==> config.mk <==
export PLATFORM = sky130hd
export DESIGN_NAME = alu_op_sequencer
export DESIGN_NICKNAME = d
export VERILOG_FILES = /design/src/rtl/alu_op_sequencer.sv
export SDC_FILE = /design/constraint.sdc
export NUM_CORES = 1
export LEC_CHECK = 0
export BUFFER_PORTS_ARGS = -buffer_cell sky130_fd_sc_hd__buf_4
export CAP_MARGIN = 20
export CORE_UTILIZATION = 51
export CTS_CLUSTER_SIZE = 25
export DETAILED_ROUTE_END_ITERATION = 7
export GPL_TIMING_DRIVEN = 0
export HOLD_SLACK_MARGIN = 0.12
export PLACE_DENSITY = 0.86
export SKIP_LAST_GASP = 1
export SLEW_MARGIN = 20
export SYNTH_ARGS = -nofsm -noshare
export SYNTH_HDL_FRONTEND = slang
export SYNTH_SLANG_ARGS = --single-unit
export TNS_END_PERCENT = 50
==> constraint.sdc <==
create_clock -name clk -period 4.54 [get_ports clk]
set_clock_uncertainty 0.1 [all_clocks]
set_input_delay 0.908 -clock clk [delete_from_list [all_inputs] [get_ports clk]]
set_output_delay 0.908 -clock clk [all_outputs]
set_load 0.05 [all_outputs]
==> src/rtl/alu_op_sequencer.sv <==
// Serial loader and sequencer for the 8-bit ALU: operand A, operand B and the opcode
// arrive one per strobe on a shared pad bus, then the ALU result is registered and held.
module alu_op_sequencer #(
    parameter int WIDTH       = 8,
    parameter int SEL_W       = 2,
    parameter int SYNC_STAGES = 2,
    parameter int EXEC_CYCLES = 1
) (
    input  logic             clk,
    input  logic             rst_n,
    input  logic             ena,
    input  logic [WIDTH-1:0] data_in,
    input  logic             stb,
    input  logic             abort,
    output logic [WIDTH-1:0] alu_a,
    output logic [WIDTH-1:0] alu_b,
    output logic [SEL_W-1:0] alu_s,
    input  logic [WIDTH-1:0] alu_result,
    output logic [WIDTH-1:0] result_out,
    output logic             result_valid,
    output logic             busy,
    output logic [2:0]       phase
);

    localparam int CNT_W = (EXEC_CYCLES > 1) ? $clog2(EXEC_CYCLES) : 1;
    localparam logic [CNT_W-1:0] CNT_LOAD = CNT_W'(EXEC_CYCLES - 1);

    typedef enum logic [2:0] {
        WAIT_A  = 3'd0,
        WAIT_B  = 3'd1,
        WAIT_OP = 3'd2,
        EXEC    = 3'd3,
        DONE    = 3'd4
    } state_t;

    state_t                 state;
    state_t                 state_nxt;
    logic [SYNC_STAGES-1:0] stb_sync;
    logic [SYNC_STAGES-1:0] abort_sync;
    logic                   stb_prev;
    logic                   ld;
    logic                   abort_s;
    logic [CNT_W-1:0]       cnt;
    logic                   cnt_zero;

    // Synchronisers run regardless of ena, so strobe edges seen while disabled are lost.
    always_ff @(posedge clk or negedge rst_n) begin
        if (!rst_n) begin
            stb_sync   <= '0;
            abort_sync <= '0;
            stb_prev   <= 1'b0;
        end else begin
            stb_sync   <= {stb_sync[SYNC_STAGES-2:0], stb};
            abort_sync <= {abort_sync[SYNC_STAGES-2:0], abort};
            stb_prev   <= stb_sync[SYNC_STAGES-1];
        end
    end

    assign ld       = stb_sync[SYNC_STAGES-1] & ~stb_prev & ena;
    assign abort_s  = abort_sync[SYNC_STAGES-1];
    assign cnt_zero = (cnt == '0);

    always_ff @(posedge clk or negedge rst_n) begin
        if (!rst_n) begin
            state <= WAIT_A;
        end else begin
            state <= state_nxt;
        end
    end

    always_comb begin
        state_nxt = state;
        if (ena) begin
            if (abort_s) begin
                state_nxt = WAIT_A;
            end else begin
                case (state)
                    WAIT_A:  if (ld) state_nxt = WAIT_B;
                    WAIT_B:  if (ld) state_nxt = WAIT_OP;
                    WAIT_OP: if (ld) state_nxt = EXEC;
                    EXEC:    if (cnt_zero) state_nxt = DONE;
                    DONE:    if (ld) state_nxt = WAIT_B;
                    default: state_nxt = WAIT_A;
                endcase
            end
        end
    end

    always_comb begin
        busy  = (state == EXEC);
        phase = state;
    end

    // Abort leaves operands and the last result in place; only validity and the counter drop.
    always_ff @(posedge clk or negedge rst_n) begin
        if (!rst_n) begin
            alu_a        <= '0;
            alu_b        <= '0;
            alu_s        <= '0;
            result_out   <= '0;
            result_valid <= 1'b0;
            cnt          <= '0;
        end else if (ena) begin
            if (abort_s) begin
                result_valid <= 1'b0;
                cnt          <= '0;
            end else begin
                case (state)
                    WAIT_A: begin
                        if (ld) alu_a <= data_in;
                    end
                    WAIT_B: begin
                        if (ld) alu_b <= data_in;
                    end
                    WAIT_OP: begin
                        if (ld) begin
                            alu_s <= data_in[SEL_W-1:0];
                            cnt   <= CNT_LOAD;
                        end
                    end
                    EXEC: begin
                        if (cnt_zero) begin
                            result_out   <= alu_result;
                            result_valid <= 1'b1;
                        end else begin
                            cnt <= cnt - 1'b1;
                        end
                    end
                    DONE: begin
                        if (ld) begin
                            alu_a        <= data_in;
                            result_valid <= 1'b0;
                        end
                    end
                    default: ;
                endcase
            end
        end
    end

endmodule
-- Yosys cells after proc, flatten, opt, wreduce, memory -nomap -nowiden
Cells that the tools add are included.
- flip-flop bits (word level): 36
- bits of input ports: 21
- output and inout port bits: 31
- word-level logic and storage cells: 49
- add/sub/neg operators: 1
- equality and inequality tests: 9
- muxes and demuxes: 13
- bitwise operators: 5
- reductions and logical operators: 11
- operators by type and width (cell ; number):
    4-bit AND reduction ; 5
    3-bit 2-to-1 mux ; 5
    3-bit != test (second input constant) ; 4
    3-bit case mux with 4 select lines ; 1
    3-bit by 2-bit == test with 1-bit output (second input constant) ; 2
    3-bit nonzero test ; 2
    1-bit 2-to-1 mux ; 5
    5-bit AND reduction ; 1
    1-bit case mux with 2 select lines ; 2
    3-bit by 1-bit == test with 1-bit output (second input constant) ; 1
    3-bit == test (second input constant) ; 1
    3-bit zero test ; 1
    3-bit by 1-bit != test with 1-bit output (second input constant) ; 1
    1-bit NOT ; 3
    3-bit AND reduction ; 1
    1-bit bitwise AND ; 2
    2-bit OR reduction ; 1
    1-bit subtractor (second input constant) ; 1

-- Depth between registers and ports, before layout
- depth after elaboration: 6
- gate-level depth with buffers: 4
- mapped depth without buffers: 3

-- Worst setup path before layout
Ideal clock, no wire load.
- path kind: flip-flop to output port
- from: reg state[1] (netlist: phase[1])
- to: out busy
- arrival time: 1502 ps
- data required time: 3532 ps
- setup slack: 2030 ps
- stages on the path, launching flop included: 3
- buffers on the path: 0
- path through: dfrtp_1 -> nand2_1 -> nor2_1
- cells in the longest elaborated chain, start to end: 1
- ends and longest elaborated chain (element ; line ; RTL):
    start, declared ; 36 ; state_t state;
    start signal, assigned ; 67 ; state <= state_nxt;
    3-bit by 2-bit == test with 1-bit output ; 90 ; busy = (state == EXEC);
    end, declared ; 21 ; output logic busy,
No other way between the ends.

-- Final worst setup path
Ends and elaborated chain as after synthesis.

==> results.txt <==
- Final Hold Violating Endpoints: 0
* Start point of the worst hold path: abort_sync[0]
- Of the total power, the share spent switching nets is 45.46%.
* Avg Cell Area, Syn: 15.96 sq um
- Unique cell type count in the Yosys netlist: 22
- Via count: 904
- Number of nets in the layout: 164
- Adding up every negative setup slack in the final design gives 0 ns.
* Detailed placement HPWL: 1987 um
- Combinational cells account for 49.8% of the total power.
- In this run the vertical extent of the chip is 53.57 um.
- The clock network is responsible for 14.1% of the overall power.
- Derived from the worst setup path, the maximum achievable clock frequency is 447.1 MHz.
- Global-route wire length before repair: 4077 um
* Layout area overhead: 36.07%
- Placed Instance Area: 0.001777 sq mm
* CORE AREA: 0.002500 sq mm
- Setup repair after global routing missed its margin: no
* Leak pwr: 0.9549 nW
* Launching instance or port of the critical path: phase[1]
- Biggest cell delay along the critical path: 0.53 ns
- Non-filler instance count after layout: 174
* Total power of the final layout: 0.001307 W
- The cell count after synthesis came out at 85.
- The detailed router finished its first iteration with 0 violations.
- Among cell families on the critical path, the largest total delay comes from flip-flops.
- Detail-routed net length per standard cell: 15.40 um
- TritonCTS buffer count: 5
* Vias in the first global route: 928
* Antenna violations before repair: 0
* Worst Path Max Fanout: 8
* Worst Max-Slew Pin Slew: 0.4489 ns
- Endpoint required time on the critical path: 3.53 ns
- The worst setup path is captured at a primary output.
- The run finished with clean final reports.
- For this run, the number of Yosys warnings is 0.
- Number of design rule violations left after detail routing: 0
- The path class of the tightest hold or removal check is flip-flop to flip-flop.
* Internal power summed over all cells: 0.0007129 W
* Master of the slowest instance on the critical path: dfrtp_1
- Core Rows: 18
- Crit path buffers/inverters: 1
- In this run, synthesis produced a sequential element count of 35.
- Shortest period the worst path allows: 2.237 ns
- Worst reg-to-reg path cell count: 3
* Overflow left after global routing: 0
* Sequential area share after synthesis: 64.58%
* Tot GR Track Use: 21.05%
* Per-cell via count in the routed design: 5.195
- Areal power density over the cells: 708.2 mW/mm^2
- Die extent in x: 53.57 um
* Kind of critical path: flip-flop to primary output
* Cell area after synthesis: 0.001356 sq mm
* Switch Pwr: 0.0005941 W
- The critical path goes through nand2_1, nor2_1, buf_4.
- Number of nets produced by synthesis: 106
- For this design the top-level I/O count stands at 52.
- The worst hold path was traced through 0 stages.
- Across the VDD grid, the largest voltage drop is 0.0005832 V.
* Cell area after layout: 0.001846 sq mm
- The congestion estimate from routability-driven global placement came to 0.7605.
- Clk Latency, worst-skew pair: 0.32 ns
- Once detail routing completed, the nets flagged for antenna violations numbered 0.
* Number of endpoints failing setup at the final stage: 0
- Once the clock tree was built, the setup fixing pass inserted 0 buffers.
* Clock tree from TritonCTS: yes
* Post-placement cell count: 166
* Max-slew violation total from the final report: 0
- Initial core utilization: 54.25%
* Post-CTS sizing: 0
- Final worst-path cycle share: 49.27%
- Startpoint of the worst register-to-register path: phase[1]
- The worst setup path is launched from a flip-flop.
- Cells with a size suffix above 1 make up 64.58% of the layout.
- The clock net in this run drives a total of 35 sinks.
* Maximum buffer depth of the clock tree: 2
- For this run, the detailed router's first-pass iteration total came to 1.
- The cell sitting at the root of the clock tree is a clkbuf_4.
- Tightest slew margin relative to the limit: 69.98%
- Entering global routing, the biggest net connects 36 pins.
* Arrival time worst endpoint: 1.23 ns
* Sequential share of power: 36.1%
* Die Outline Area: 0.002870 sq mm
- Max-cap violations in this run came to 0.
- After clock tree synthesis, the clock-pin slew on the worst setup and hold paths is 0.10 ns.
- In this run the tool buffered the top-level ports with 51 buffer cells.
- In this run, post-CTS hold repair placed 0 buffers.
- Total wire length: 2680 um
- Diodes inserted: 0
- # H-tree levels: 2
- Cell depth of the worst setup path: 3
[placed cells by master, fill, tap and decap left out]
| cell | count |
|---|---|
| clkbuf_1 | 1 |
| o21ai_0 | 1 |
| nand3_2 | 1 |
| nor2_1 | 3 |
| nand2_2 | 1 |
| clkbuf_8 | 2 |
| a21o_2 | 1 |
| nand3b_2 | 1 |
| and3b_1 | 1 |
| dfrtp_1 | 35 |
| o41ai_1 | 1 |
| and3_2 | 1 |
| clkbuf_4 | 5 |
| mux2i_1 | 1 |
| nor3_4 | 1 |
| buf_6 | 1 |
| nor4b_4 | 1 |
| inv_1 | 1 |
| o21a_1 | 1 |
| nand3_1 | 1 |
| nand2_1 | 3 |
| buf_4 | 52 |
| nor3_1 | 1 |
| a32oi_1 | 1 |
| mux2_2 | 26 |
[power by group through the flow]
stage / registers, W / logic, W / clock network (W)
2_1_floorplan: 0.000811 / 0.000104 / 0
3_3_place_gp: 0.000468 / 0.000641 / 0
3_5_place_dp: 0.000477 / 0.000655 / 0
4_1_cts: 0.000472 / 0.000655 / 0.000188
5_1_grt: 0.000484 / 0.000674 / 0.000205
6_report: 0.000472 / 0.000651 / 0.000185
[through the flow]
stage	util, %	worst slack, ns	hold WS (ns)
CTS	73.82	2.289	0.2483
global route	73.82	2.213	0.2639
detailed placement	71.07	2.306	0.2355
global placement	71.07	2.349	0.2337
finish	73.82	2.303	0.2428
floorplan	-	2.030	0.2312
[synthesized netlist by cell type]
| cell type | count | area share (%) |
|---|---|---|
| a21o_2 | 1 | 0.65 |
| a32oi_1 | 1 | 0.65 |
| and3_2 | 1 | 0.55 |
| and3b_1 | 1 | 0.65 |
| buf_4 | 1 | 0.55 |
| buf_6 | 1 | 0.83 |
| dfrtp_1 | 35 | 65 |
| inv_1 | 1 | 0.28 |
| mux2_2 | 26 | 22 |
| mux2i_1 | 1 | 0.74 |
| nand2_1 | 3 | 0.83 |
| nand2_2 | 1 | 0.46 |
| nand3_1 | 1 | 0.37 |
| nand3_2 | 1 | 0.74 |
| nand3b_2 | 1 | 0.83 |
| nor2_1 | 3 | 0.83 |
| nor3_1 | 1 | 0.37 |
| nor3_4 | 1 | 1.2 |
| nor4b_4 | 1 | 1.8 |
| o21a_1 | 1 | 0.55 |
| o21ai_0 | 1 | 0.37 |
| o41ai_1 | 1 | 0.65 |
[path summary, 6_finish.rpt]
| check | to | slack [ns] |
|---|---|---|
| hold reg to reg | abort_sync[1] | 0.24 |
| setup reg to reg | result_out[6] | 2.86 |
| max in group asynchronous | abort_sync[0] | 3.61 |
| min in group asynchronous | result_out[1] | 0.42 |
| hold / removal | abort_sync[1] | 0.24 |
| setup / recovery | busy | 2.30 |
[layer usage]
metal	GRT usage [%]	vias up	part of all wire, %
met5	0	-	0
met4	7.895	0	1.3
met3	4.237	5	3.1
met2	36.88	20	55
met1	25.47	460	40
li1	-	419	-
[area by class of cell]
class                           instances  area (sq um)
Tap cell                               30         37.54
Timing Repair Buffer                   51         382.9
Fill cell                             175         654.4
Inverter                                1         3.754
Multi-Input combinational cell         47         457.9
Clock buffer                            8         68.82
Buffer                                  2         18.77
Sequential cell                        35         875.8
[worst reg2reg max path, cell delays in order, from the launching register on]
cell	delay (ns)
dfrtp_1	0.53
nand3_2	0.15
nor3_4	0.38
mux2_2	0.39
[kinds of logic after synthesis]
group,count (synthesis),share of synthesized area (%)
buf+inv,3,1.660
flops,35,64.58
compound gates,5,2.860
simple gates,15,8.579
mux,27,22.32
[sequential cells by signal, indices dropped and copies added, names as in the netlist]
register / cells
alu_a: 8
alu_b: 8
result_out: 8
phase: 3
abort_sync: 2
alu_s: 2
stb_sync: 2
result_valid: 1
stb_prev: 1
No activity file was read; power rests on OpenSTA's default activity.
